<file path="src/rtl/signed_display_scan.sv">
// signed_display_scan: signed 8-bit value to sign + 3 BCD digits, multiplexed onto a 4-digit common-anode display
// Ports: clk, rst (sync, active-high); valor (signed value), cargar (load strobe, taken while idle);
// ocupado (conversion in progress); anodos (active-low one-hot digit enable, bit 3 = sign);
// segmentos (active-low gfedcba)
module signed_display_scan #(
    parameter int REFRESH_DIV = 50000
) (
    input  logic       clk,
    input  logic       rst,
    input  logic [7:0] valor,
    input  logic       cargar,
    output logic       ocupado,
    output logic [3:0] anodos,
    output logic [6:0] segmentos
);
    localparam logic [1:0] IDLE = 2'd0, CONV = 2'd1, COMMIT = 2'd2;
    localparam int RW = REFRESH_DIV > 1 ? $clog2(REFRESH_DIV) : 1;
    localparam logic [6:0] BLANK = 7'b1111111, MINUS = 7'b0111111;
    logic [1:0] state;
    logic [2:0] it;
    logic [7:0] mag;
    logic [11:0] bcd, adj;
    logic signo, disp_s;
    logic [3:0] disp_h, disp_t, disp_u;
    logic [RW-1:0] ref_cnt;
    logic [1:0] idx;
    function automatic logic [6:0] seg7(input logic [3:0] d);
        case (d)
            4'd0: seg7 = 7'b1000000;
            4'd1: seg7 = 7'b1111001;
            4'd2: seg7 = 7'b0100100;
            4'd3: seg7 = 7'b0110000;
            4'd4: seg7 = 7'b0011001;
            4'd5: seg7 = 7'b0010010;
            4'd6: seg7 = 7'b0000010;
            4'd7: seg7 = 7'b1111000;
            4'd8: seg7 = 7'b0000000;
            4'd9: seg7 = 7'b0010000;
            default: seg7 = BLANK;
        endcase
    endfunction
    always_comb begin
        adj[3:0]  = bcd[3:0]  >= 4'd5 ? bcd[3:0]  + 4'd3 : bcd[3:0];
        adj[7:4]  = bcd[7:4]  >= 4'd5 ? bcd[7:4]  + 4'd3 : bcd[7:4];
        adj[11:8] = bcd[11:8] >= 4'd5 ? bcd[11:8] + 4'd3 : bcd[11:8];
    end
    always_ff @(posedge clk) begin
        if (rst) begin
            state  <= IDLE;
            it     <= 3'd0;
            mag    <= 8'd0;
            bcd    <= 12'd0;
            signo  <= 1'b0;
            disp_s <= 1'b0;
            disp_h <= 4'd0;
            disp_t <= 4'd0;
            disp_u <= 4'd0;
        end else begin
            case (state)
                IDLE: if (cargar) begin
                    state <= CONV;
                    signo <= valor[7];
                    mag   <= valor[7] ? 8'(~valor + 8'd1) : valor;
                    bcd   <= 12'd0;
                    it    <= 3'd0;
                end
                CONV: begin
                    {bcd, mag} <= {adj, mag} << 1;
                    it         <= it + 3'd1;
                    state      <= it == 3'd7 ? COMMIT : CONV;
                end
                default: begin
                    {disp_h, disp_t, disp_u} <= bcd;
                    disp_s <= signo;
                    state  <= IDLE;
                end
            endcase
        end
    end
    // Scan timing is deliberately independent of the conversion FSM.
    always_ff @(posedge clk) begin
        if (rst) begin
            ref_cnt <= '0;
            idx     <= 2'd0;
        end else if (ref_cnt == RW'(REFRESH_DIV - 1)) begin
            ref_cnt <= '0;
            idx     <= idx + 2'd1;
        end else begin
            ref_cnt <= ref_cnt + 1'b1;
        end
    end
    assign ocupado = state != IDLE;
    assign anodos  = ~(4'b0001 << idx);
    // Leading-zero blanking: tens is blank only when hundreds is blank too.
    assign segmentos = idx == 2'd3 ? (disp_s ? MINUS : BLANK) :
                       idx == 2'd2 ? (disp_h == 4'd0 ? BLANK : seg7(disp_h)) :
                       idx == 2'd1 ? ((disp_h == 4'd0 && disp_t == 4'd0) ? BLANK : seg7(disp_t)) :
                       seg7(disp_u);
endmodule

</file>
<file path="config.mk">
export PLATFORM = sky130hd
export DESIGN_NAME = signed_display_scan
export DESIGN_NICKNAME = d
export VERILOG_FILES = /design/src/rtl/signed_display_scan.sv
export SDC_FILE = /design/constraint.sdc
export NUM_CORES = 1
export LEC_CHECK = 0
export CAP_MARGIN = 10
export CORE_UTILIZATION = 55
export DETAILED_ROUTE_END_ITERATION = 8
export HOLD_SLACK_MARGIN = 0.06
export PLACE_DENSITY = 0.76
export SLEW_MARGIN = 10
export SYNTH_ARGS = -nofsm -noshare
export SYNTH_HDL_FRONTEND = slang
export SYNTH_SLANG_ARGS = --single-unit
</file>
<file path="constraint.sdc">
create_clock -name clk -period 4.8 [get_ports clk]
set_input_delay 0.72 -clock clk [delete_from_list [all_inputs] [get_ports clk]]
set_output_delay 0.72 -clock clk [all_outputs]
set_load 0.02 [all_outputs]
</file>
==> results.tsv <==
stage	metric	value	unit
drt	number of remaining DRC errors	0	
clock_tree	Clock Tree Buf Depth	2	
sta	Hold Fails Final Rpt	0	
drt	DR WL/cell	13.2	um
sta	worst hold margin	0.468	ns
setup_path	CP Max Fanout	7	
global_routing	GRT Total Usage	21.1	%
drt	Via density	5.45	
synth	Yosys top cell by area	dfxtp_1	
drt	total wire length	7.31	mm
sta	setup violators final	0	
hold_path	class of the worst hold path	register to register	
power_and_ir_drop	Switching Fraction	23.6	%
drt	drt first-iter violations	124	
sta	TNS Setup	0	ns
sta	Worst Tran Pin Value	1.03	ns
power_and_ir_drop	Internal Pwr Total	0.000920	W
placement	Final GP Congestion	0.829	
synth	EDFF count, synth	0	
die	die height	86.0	um
synth	cell area after synthesis	3880	um2
layout	Sequential Area	1560	um2
synth	most frequent cell after synthesis	dfxtp_1	
synth	post-synthesis sequential area ratio	40.2	%
die	num rows	30	
clock_tree	Post-CTS Hold Buffers	0	
setup_path	CP startpoint kind	register	
layout	Syn-to-layout area delta	11.2	%
clock_tree	CTS Sinks	78	
global_routing	initial antenna violation count	0	
sta	highest clock rate	0.301	GHz
sta	minimum clock period	3.32	ns
sta	max-slew violation count	0	
sta	clk_skew	0.00881	ns
setup_path	Critical Path Sink Type	output pin	
layout	antenna cells	0	
drt	Via Count	3024	
clock_tree	H-tree depth	3	
global_routing	first-pass GRT wire length	12.3	mm
synth	FF+latch count, synth	78	
synth	Synth async-reset ratio	0	%
layout	ratio of cells with drive above 1 in the final layout	7.19	%
clock_tree	Worst-Skew Late Latency	0.35	ns
run	number of max-cap violations	0	
layout	fin nets	494	
synth	synth warn	0	
synth	Synth top area share	40.2	%
power_and_ir_drop	Switch Pwr	0.000284	W
setup_path	Worst Path Required	4.08	ns
sta	Final Cycle Share	69.1	%
clock_tree	post_cts resized	0	
run_status	status	completed	
die	core area	6790	um2
drt	Post-DRT Antenna Nets	0	
clock_tree	total CTS buffers	9	
global_routing	total gr overflow	0	
synth	ys flop type	dfxtp_1	
synth	ranking of synthesized cells by area	dfxtp_1 40%, ha_1 9.3%, mux2i_1 7.0%	
power_and_ir_drop	Comb pwr share	5.4	%
drt	First-pass DRT Iterations	5	
power_and_ir_drop	PD cells	279	nW/um2
setup_path	crit path DAT	2.60	ns
power_and_ir_drop	Clock power frac	39.5	%
synth	Synth top cells by count	78 x dfxtp_1, 58 x nor2_1, 36 x a21oi_1	
power_and_ir_drop	VDD IR max	0.154	mV
power_and_ir_drop	leak pwr	1.69	nW
setup_path	WS Path Type	register to output pin	
die	chip width	86.0	um
clock_tree	CTS tree	built	
sta	RSZ-0062 raised after global routing	no	
layout	area occupied by multi-input gates	2080	um2
sta	Slew HR	31.2	%
clock_tree	Reg clk slew, reported paths	0.08	ns
power_and_ir_drop	part of the power in registers	55.1	%
die	die area	7400	um2
global_routing	pin count of the biggest net entering global routing	24	
synth	Distinct cells, synth	51	
die	Starting Density	57.1	%
placement	post-DP HPWL	5.30	mm
clock_tree	Root Driver	clkbuf_8	
layout	Finished Core Util	63.6	%
die	I/O pins	23	
synth	synthesized instance count	439	
synth	syn nets	479	
layout	Fill cells	576	
placement	PortBufs	22	
synth	mean area per synthesized cell	8.84	um2
global_routing	vias in the first global route	2716	
clock_tree	Setup Buffers After CTS	0	
## cells by family (layout without fill, tap and decap cells)
kind of cell    count (synthesis)  after routing  synth area share (%)
flops                          78             78                  40.2
mux                            29             29                  7.54
compound gates                 84             84                  13.5
xor+xnor                       23             23                  5.19
buf+inv                        55             75                  6.19
simple gates                  141            141                  18.0
fa+ha+maj                      29             29                  9.35
## power by group through the flow
| stage | combinational (W) | sequential [W] | clock, W |
|---|---|---|---|
| 6_report | 0.0000646 | 0.000663 | 0.000476 |
| 5_1_grt | 0.0000715 | 0.000664 | 0.000511 |
| 4_1_cts | 0.0000647 | 0.000663 | 0.000485 |
| 3_5_place_dp | 0.0000644 | 0.000678 | 0 |
| 3_3_place_gp | 0.0000627 | 0.000677 | 0 |
| 2_1_floorplan | 0.0000445 | 0.000676 | 0 |
## worst max-delay path: stages, from the launching register on
cell and delay, ns:
dfxtp_1 0.31, or4_1 0.59, o21ai_2 0.31, nor3_1 0.09
o41ai_1 0.28, clkdlybuf4s50_1 0.67
## worst paths after layout
path / start / endpoint / slack, ns / cells after the start
worst min register to register: ref_cnt[0] / ref_cnt[0] / 0.47 / 1
worst max register to register: state[1] / register / 2.51 / 7
worst max-delay path: disp_h[3] / segmentos[6] / 1.48 / 5
worst min-delay path: ref_cnt[0] / ref_cnt[0] / 0.47 / 1
## layer usage
metal  global-route usage (%)  up-vias  part of all wire, %
met5                        0        -                    0
met4                     10.0        0                  1.9
met3                     3.18       11                  3.1
met2                     33.7       58                   46
met1                     28.0     1408                   49
li1                         -     1547                    -
## layout by cell type (no fill, tap or decap), drive strengths merged, types with 2 or more instances in the layout
master         count
dfxtp             78
nor2              59
a21oi             36
inv               35
ha                29
mux2i             27
clkdlybuf4s50     22
xnor2             17
nor3              16
nand2             14
o21ai             13
nand3             12
or2               11
clkbuf            10
o22ai              9
nand4              7
nand2b             6
xor2               6
a22o               6
o31ai              4
or3                4
a22oi              3
a222oi             3
clkinvlp           3
or4                3
nor4               3
mux2               2
clkinv             2
buf                2
## stage by stage
step	instance area, um2	worst slack, ns	total power, W	std cells
final	4320	1.48	0.00120	555
after detailed placement	4130	1.86	0.000743	539
after global routing	4320	1.37	0.00125	555
after CTS	4320	1.47	0.00121	555
after floorplan	3880	2.17	0.000721	439
after global placement	4130	1.93	0.000740	539
## area by class of cell
cell class	count	area share, %
Timing Repair Buffer	24	5.45
Multi-Input combinational cell	306	48.2
Inverter	35	3.04
Clock inverter	6	1.45
Clock buffer	10	2.95
Tap cell	96	2.78
Sequential cell	78	36.2
(Power assumes the default switching activity.)
